--- src/rtl/ex_div_pkg.sv ---
// Shared types and constants for the EX-stage iterative divider.
package ex_div_pkg;

  localparam int DATA_W = 32;
  localparam int CNT_W  = 6;
  localparam int RES_W  = 2 * DATA_W;

  localparam logic [7:0] EXE_DIV_OP  = 8'b0001_1010;
  localparam logic [7:0] EXE_DIVU_OP = 8'b0001_1011;

  localparam logic [DATA_W-1:0] ZERO_WORD = '0;

  typedef enum logic [1:0] {
    DIV_FREE,
    DIV_BYZERO,
    DIV_ON,
    DIV_END
  } div_state_t;

  function automatic logic [DATA_W-1:0] neg(
    input logic [DATA_W-1:0] v
  );
    return ~v + 1'b1;
  endfunction

  function automatic logic [DATA_W-1:0] mag(
    input logic              sgn,
    input logic [DATA_W-1:0] v
  );
    return (sgn && v[DATA_W-1]) ? neg(v) : v;
  endfunction

endpackage

--- src/rtl/ex_div_if.sv ---
// EX <-> divider request/result bundle.
// EX is master; the divider is slave.
interface ex_div_if;
  import ex_div_pkg::*;

  logic              signed_div;
  logic [DATA_W-1:0] opdata1;
  logic [DATA_W-1:0] opdata2;
  logic              start;
  logic              annul;
  logic [RES_W-1:0]  result;
  logic              ready;

  modport master (
    output signed_div, opdata1, opdata2,
    output start, annul,
    input  result, ready
  );

  modport slave (
    input  signed_div, opdata1, opdata2,
    input  start, annul,
    output result, ready
  );

endinterface

--- src/rtl/ex_div.sv ---
// Iterative restoring divider for DIV/DIVU.
// One quotient bit per cycle; {rem, quo} out.
module ex_div
  import ex_div_pkg::*;
(
  input  logic     clk,
  input  logic     rst,
  ex_div_if.slave  io
);

  localparam logic [CNT_W-1:0] LAST =
    CNT_W'(DATA_W);

  div_state_t        state, state_n;
  logic [CNT_W-1:0]  cnt, cnt_n;
  logic [RES_W:0]    work, work_n;
  logic [DATA_W-1:0] dvsr, dvsr_n;
  logic              neg_a, neg_a_n;
  logic              neg_b, neg_b_n;
  logic [RES_W-1:0]  result, result_n;
  logic              ready, ready_n;

  logic [DATA_W:0]   trial;
  logic [DATA_W-1:0] quo, rem;

  assign trial =
    {1'b0, work[RES_W-1:DATA_W]} - {1'b0, dvsr};
  assign quo = work[DATA_W-1:0];
  assign rem = work[RES_W:DATA_W+1];

  assign io.result = result;
  assign io.ready  = ready;

  always_ff @(posedge clk) begin
    if (rst) begin
      state  <= DIV_FREE;
      cnt    <= '0;
      work   <= '0;
      dvsr   <= '0;
      neg_a  <= 1'b0;
      neg_b  <= 1'b0;
      result <= '0;
      ready  <= 1'b0;
    end else begin
      state  <= state_n;
      cnt    <= cnt_n;
      work   <= work_n;
      dvsr   <= dvsr_n;
      neg_a  <= neg_a_n;
      neg_b  <= neg_b_n;
      result <= result_n;
      ready  <= ready_n;
    end
  end

  always_comb begin
    state_n  = state;
    cnt_n    = cnt;
    work_n   = work;
    dvsr_n   = dvsr;
    neg_a_n  = neg_a;
    neg_b_n  = neg_b;
    result_n = result;
    ready_n  = ready;

    unique case (state)
      DIV_FREE: begin
        ready_n  = 1'b0;
        result_n = '0;
        if (io.start && !io.annul) begin
          if (io.opdata2 == ZERO_WORD) begin
            state_n = DIV_BYZERO;
          end else begin
            state_n = DIV_ON;
            cnt_n   = '0;
            neg_a_n = io.signed_div &
                      io.opdata1[DATA_W-1];
            neg_b_n = io.signed_div &
                      io.opdata2[DATA_W-1];
            dvsr_n  = mag(io.signed_div,
                          io.opdata2);
            work_n  = {ZERO_WORD,
                       mag(io.signed_div,
                           io.opdata1),
                       1'b0};
          end
        end
      end

      DIV_BYZERO: begin
        state_n  = DIV_END;
        result_n = '0;
        ready_n  = 1'b1;
      end

      DIV_ON: begin
        if (io.annul) begin
          state_n  = DIV_FREE;
          ready_n  = 1'b0;
          result_n = '0;
          cnt_n    = '0;
          work_n   = '0;
        end else if (cnt != LAST) begin
          // Borrow out of the trial means "does not fit"
          if (trial[DATA_W]) begin
            work_n = {work[RES_W-1:0], 1'b0};
          end else begin
            work_n = {trial[DATA_W-1:0],
                      work[DATA_W-1:0], 1'b1};
          end
          cnt_n = cnt + 1'b1;
        end else begin
          state_n  = DIV_END;
          ready_n  = 1'b1;
          result_n = {neg_a ? neg(rem) : rem,
                      (neg_a ^ neg_b) ? neg(quo)
                                      : quo};
        end
      end

      DIV_END: begin
        ready_n = 1'b1;
        if (!io.start) begin
          state_n  = DIV_FREE;
          ready_n  = 1'b0;
          result_n = '0;
        end
      end

      default: begin
        state_n = DIV_FREE;
      end
    endcase
  end

endmodule

--- src/flat_wrapper.sv ---
// flat-port wrapper written by rule: the top's interface ports become plain ports
module ex_div_flat import ex_div_pkg::*;
  (clk, rst, io_signed_div, io_opdata1, io_opdata2, io_start, io_annul, io_result, io_ready);
  ex_div_if io_i ();
  input  logic clk;
  input  logic rst;
  input wire logic [$bits(io_i.signed_div)-1:0] io_signed_div;
  input wire logic [$bits(io_i.opdata1)-1:0] io_opdata1;
  input wire logic [$bits(io_i.opdata2)-1:0] io_opdata2;
  input wire logic [$bits(io_i.start)-1:0] io_start;
  input wire logic [$bits(io_i.annul)-1:0] io_annul;
  output wire logic [$bits(io_i.result)-1:0] io_result;
  output wire logic [$bits(io_i.ready)-1:0] io_ready;
  assign io_i.signed_div = io_signed_div;
  assign io_i.opdata1 = io_opdata1;
  assign io_i.opdata2 = io_opdata2;
  assign io_i.start = io_start;
  assign io_i.annul = io_annul;
  assign io_result = io_i.result;
  assign io_ready = io_i.ready;
  ex_div u_core (.clk(clk), .rst(rst), .io(io_i));
endmodule
--- config.mk ---
export PLATFORM = sky130hd
export DESIGN_NAME = ex_div_flat
export DESIGN_NICKNAME = d
export VERILOG_FILES = /design/src/rtl/ex_div_pkg.sv /design/src/rtl/ex_div_if.sv /design/src/rtl/ex_div.sv /design/src/flat_wrapper.sv
export SDC_FILE = /design/constraint.sdc
export NUM_CORES = 1
export LEC_CHECK = 0
export CAP_MARGIN = 40
export CORE_ASPECT_RATIO = 0.75
export CORE_MARGIN = 2
export CORE_UTILIZATION = 60
export CTS_CLUSTER_DIAMETER = 120
export DETAILED_ROUTE_END_ITERATION = 6
export PLACE_DENSITY = 0.87
export SYNTH_ARGS = -nofsm -noshare
export SYNTH_HDL_FRONTEND = slang
export SYNTH_SLANG_ARGS = --single-unit
--- constraint.sdc ---
create_clock -name clk -period 6.1 [get_ports clk]
set_input_delay 0.61 -clock clk [delete_from_list [all_inputs] [get_ports clk]]
set_output_delay 0.61 -clock clk [all_outputs]
set_load 0.02 [all_outputs]
## Word-level counts from Yosys, hierarchy flattened

Cells that the tools add are included.

| cells by class | value |
|---|---|
| multiplexer cells | 29 |
| bitwise logic cells | 8 |
| reductions and logical operators | 12 |
| add/sub/neg operators | 6 |
| equal/unequal tests | 9 |

Operators with widths:

| operator | number |
|---|---|
| 65-bit two-way mux | 5 |
| 64-bit two-way mux | 3 |
| 64-bit case mux with 3 select lines | 1 |
| 65-bit case mux with 2 select lines | 1 |
| 32-bit by 1-bit adder with 32-bit output (second input constant) | 4 |
| 32-bit two-way mux | 4 |
| 32-bit inverter | 4 |
| 32-bit by 32-bit subtractor with 33-bit output | 1 |
| 32-bit zero test | 1 |
| 6-bit two-way mux | 4 |
| 6-bit case mux with 2 select lines | 1 |
| 2-bit two-way mux | 5 |
| 2-bit case mux with 4 select lines | 1 |
| 6-bit by 1-bit adder with 6-bit output (second input constant) | 1 |
| 6-bit inequality test (second input constant) | 1 |
| 3-bit AND reduction | 2 |
| 2-bit == test (second input constant) | 2 |
| 2-bit inequality test (second input constant) | 2 |
| 1-bit case mux with 4 select lines | 1 |
| 4-bit AND reduction | 1 |
| 1-bit logical AND | 3 |
| 1-bit two-way mux | 3 |
| 3-bit by 2-bit inequality test with 1-bit output (second input constant) | 1 |
| 3-bit inequality test (second input constant) | 1 |
| 10 further kinds | 11 |

| storage, ports and cells | value |
|---|---|
| register bits after elaboration | 172 |
| output and inout bits | 65 |
| input bits | 69 |
| word-level logic and storage cells | 72 |

## Logic depth before layout (Yosys ltp)

| logic depth | value |
|---|---|
| depth in word-level cells | 6 |
| depth in mapped cells | 13 |
| depth with buffers taken out | 12 |

## Least setup slack after synthesis

Ideal clock, no wire load.

| timing path | value |
|---|---|
| kind | input to register |
| start point | input io_opdata2[23] |
| end point | register u_core.cnt[4] |
| buffers on the path | 2 |
| data arrival time | 3023 ps |
| stages on the path | 11 |
| library setup time | 129 ps |
| required time | 5971 ps |
| setup slack | 2948 ps |
| cell sequence | or4_4 -> nor4_4 -> or3b_1 -> or3_1 -> and3_4 -> or2_1 -> buf_6 -> buf_6 -> nand4_1 -> xor2_1 -> nor2_1 |

| between the ends | value |
|---|---|
| word-level cells in the longest chain between the ends | 3 |

RTL lines:

| item | RTL line | RTL |
|---|---|---|
| start: declaration | flat_wrapper.sv:9 | `input wire logic [$bits(io_i.opdata2)-1:0] io_opdata2;` |
| 32-bit zero test | ex_div.sv:71 | `if (io.opdata2 == ZERO_WORD) begin` |
| 2-bit inequality test (no line) | -- |  |
| 4-bit AND reduction (no line) | -- |  |
| end signal: assignment | ex_div.sv:46 | `cnt <= cnt_n;` |
| end: declaration | ex_div.sv:15 | `logic [CNT_W-1:0] cnt, cnt_n;` |

Every way passes these cells.
A chain may end at the register's enable or synchronous reset.

## Worst setup path in the final report

| timing path | value |
|---|---|
| start point | input io_opdata2[22] |
| end point | register u_core.work[15] |

| between the ends | value |
|---|---|
| word-level cells in the longest chain between the ends | 3 |

RTL lines:

| item | RTL line | RTL |
|---|---|---|
| 32-bit zero test | ex_div.sv:71 |  |
| 2-bit inequality test (no line) | -- |  |
| 4-bit AND reduction (no line) | -- |  |
| end signal: assignment | ex_div.sv:47 | `work <= work_n;` |
| end: declaration | ex_div.sv:16 | `logic [RES_W:0] work, work_n;` |

Every way passes these cells.

==> key figures <==
Status
  • Outcome: finished clean

Synth
  • Yosys warnings: 0
  • Flops & latches, synth: 172
  • Netlist cell types: 63
  • Asr flop ratio synth: 0
  • Cells after synthesis: ~1,300
  • Post-synthesis sequential area ratio: 0.3251
  • Cell Area, Synth: 10,590 sq um
  • Leading area contributor after synthesis: dfxtp_1
  • Dominant cells by area after synthesis: dfxtp_1, xnor2_1, nor2_1, xor2_1, ha_1
  • Average size of a mapped cell: between 7 and 8 sq um
  • Number of flops mapped to enable cells by yosys: 0
  • Post-synth top area share: 0.3251
  • Net Count, Synth: 1,436
  • Prevailing post-synth register cell: dfxtp_1

Power and ir drop
  • P_int: 1.975 mW
  • Clock share of power: 0.380
  • Leakage: 4.805 nW
  • Combinational power share: 0.188
  • Peak VDD IR: 0.1603 mV
  • NetSw: approximately 0.84 mW
  • Sequential share of power: 0.432
  • PD cells: 223.4 nW/um^2
  • Switching Share: 0.2994

Floorplan
  • Die X: 157.4 microns
  • Row count: 42
  • Placeable Area: approximately 17,000 sq um
  • Starting Density: 0.6071
  • Die ar.: 18,740 sq um
  • DIE HEIGHT: 119.1 microns
  • Top Ports: 134

Placement
  • Place WS: 1.735 ns
  • Cells after DPL: around 1,600
  • IO Port Bufs: 133
  • Placed cell area: about 12,000 sq um
  • Detailed Place HPWL: ~22,000 microns
  • GPL Wtd Cong: 0.9671

Detailed routing
  • Via/cell ratio: 6.138
  • Routed Antenna Nets: 0
  • TritonRoute pass-1 iters: 6
  • Iteration-0 DRC Markers: 961
  • DR vias: around 10,000
  • Routed wire per std cell: ~18 microns
  • Drt total wl: 29,530 microns
  • # DRC: 0

Layout
  • Finished Core Util: 0.7232
  • Area growth syn-to-layout: 19.11%
  • Diode count: 0
  • Multi-input gate area: 6635 sq um
  • Filler cells: 1,427
  • Nets: about 1,500
  • FF+latch area: 3443 sq um
  • Layout Cells excl Fill: about 1,700
  • Layout cells sized above 1: 0.04539
  • Final Cell Area: 12,620 sq um

Global route
  • Initial antenna violation count: 0
  • First-pass GRT wire length: 47,930 microns
  • Vias in the first global route: between 9,000 and 10,000
  • Largest net degree at the start of global routing: 73
  • Total Routing Usage GR: 0.3183
  • Global route overflow: 0

Critical path
  • Crit start category: primary input
  • CP arrival: 4.27 ns
  • Crit Path Class: in2reg
  • CP Buf/Inv Count: 2
  • CP max-delay cell: nor2_2
  • Worst EP required: 6.39 ns
  • Largest stage delay, worst path: approximately 0.60 ns
  • Critical path fanouts, max: 67
  • CP Capture Type: register
  • Reg2reg path depth: 10
  • Worst path depth: 11
  • Worst path cell trace: clkdlybuf4s50_1 -> or4_4 -> nor4_4 -> or3b_1 -> or3_1 -> and3_4 -> nor2_2 -> buf_4 -> a211oi_1 -> a21oi_1 -> nor2_1
  • CP delay by family, top: simple AND/OR/NAND/NOR gates

STA
  • Setup TNS: 0 ns
  • Minimum clock period: roughly 4 ns
  • Top achievable clock speed: 251.3 MHz
  • Worst slew margin: 0.3984
  • Skew final: 0.007676 ns
  • Slack of the critical path: 2.121 ns
  • Finish-stage setup viols: 0
  • Final period utilization: 0.6523
  • Tightest Pin Transition: 0.8796 ns
  • RSZ-0062 raised after global routing: false
  • Max-slew violation count: 0
  • Final hold vios: 0

Clock network
  • Post-CTS Setup Inserts: 0
  • TritonCTS clock tree: done
  • # H-tree levels: 4
  • Total CTS buffers: 17
  • CTS Sinks: 172
  • Worst-path clk slew: 0.06 ns
  • CTS Hold Bufs: 0
  • Worst-case clock buffer depth: 2
  • Clock Latency Late Sink: 0.43 ns
  • CTS Root Cell: clkbuf_16
  • Resized cells post-CTS: 0

Hold path
  • Hold Path Cell Cnt: 1
  • HP Class: reg2reg

Run
  • Max-cap viol count: 0
## worst paths after layout
| path | from | end | slack (ns) |
|---|---|---|---|
| max reg2reg | u_core.work[39]$_SDFFE_PP0P_ | u_core.work[58]$_SDFFE_PP0P_ | 2.54 |
| min | u_core.io.result[53]$_SDFFE_PP0P_ | u_core.io.result[53]$_SDFFE_PP0P_ | 0.48 |
| min reg2reg | u_core.io.result[53]$_SDFFE_PP0P_ | u_core.io.result[53]$_SDFFE_PP0P_ | 0.48 |
| max | io_opdata2[22] | u_core.work[15]$_SDFFE_PP0P_ | 2.12 |
## synthesized netlist by cell type, drive strengths merged, types with 21 or more instances
master / n
nor3: 39
ha: 39
nand2: 96
o21ai: 87
a21oi: 89
a211oi: 32
inv: 55
a22o: 21
xor2: 69
dfxtp: 172
clkbuf: 65
a22oi: 43
xnor2: 79
nor2: 180
## sequential cells by signal, summed over array words and instances, names as in the netlist
name / cells
u_core.dvsr: 32
u_core.io.ready: 1
u_core.neg_b: 1
u_core.cnt: 6
u_core.neg_a: 1
u_core.io.result: 64
u_core.work: 65
u_core.state: 2
## cells in the final DEF (no fill, tap or decap), types with 23 or more instances in the layout
master and n:
o21ai_1 23, dfxtp_1 172, a21oi_1 88, inv_1 55, nor2_1 178, a211oi_1 32, a22oi_1 43, ha_1 39
o21ai_0 64, nand2_1 96, clkdlybuf4s50_1 132, xor2_1 69, xnor2_1 79, nor3_1 38
## per-stage QoR
stage	power [mW]	hold slack [ns]
floorplan	1.590	0.4461
global placement	1.744	0.4634
detailed placement	1.753	0.4674
CTS	2.809	0.4815
global route	2.930	0.4946
finish	2.819	0.4751
## kinds of logic (layout without fill, tap and decap cells)
family                   count (synthesis)  count (layout)  share of synthesized area
AND/OR/NAND/NOR                        419             419                     0.1834
AO/OA/AOI/OAI                          396             396                     0.2499
flip-flops                             172             172                     0.3251
XOR/XNOR                               148             148                     0.1224
buffers and inverters                  130             235                    0.05020
adder cells (fa/ha/maj)                 40              40                    0.04796
multiplexers                            22              22                    0.02102
## layer usage
| layer | vias up | wire [microns] | global-route usage |
|---|---|---|---|
| met1 | 4783 | 13970 | 0.4939 |
| met5 | - | 0 | 0 |
| met3 | 34 | 3563 | 0.09498 |
| met4 | 0 | 317 | 0.06989 |
| li1 | 4991 | - | - |
| met2 | 467 | 11680 | 0.4271 |
## final cells by class
class	instances	share of cell area
Clock buffer	19	0.03590
Clock inverter	13	0.01071
Inverter	55	0.01636
Multi-Input combinational cell	1025	0.5259
Sequential cell	172	0.2729
Tap cell	242	0.02400
Timing Repair Buffer	148	0.1142
## power by group through the flow
| stage | Combinational (mW) | Sequential [mW] | Clock [mW] |
|---|---|---|---|
| after global placement | 0.508 | 1.24 | 0 |
| after floorplan | 0.375 | 1.21 | 0 |
| final | 0.529 | 1.22 | 1.07 |
| after detailed placement | 0.514 | 1.24 | 0 |
| after CTS | 0.520 | 1.21 | 1.08 |
| after global routing | 0.584 | 1.22 | 1.13 |
(Power assumes the default switching activity.)
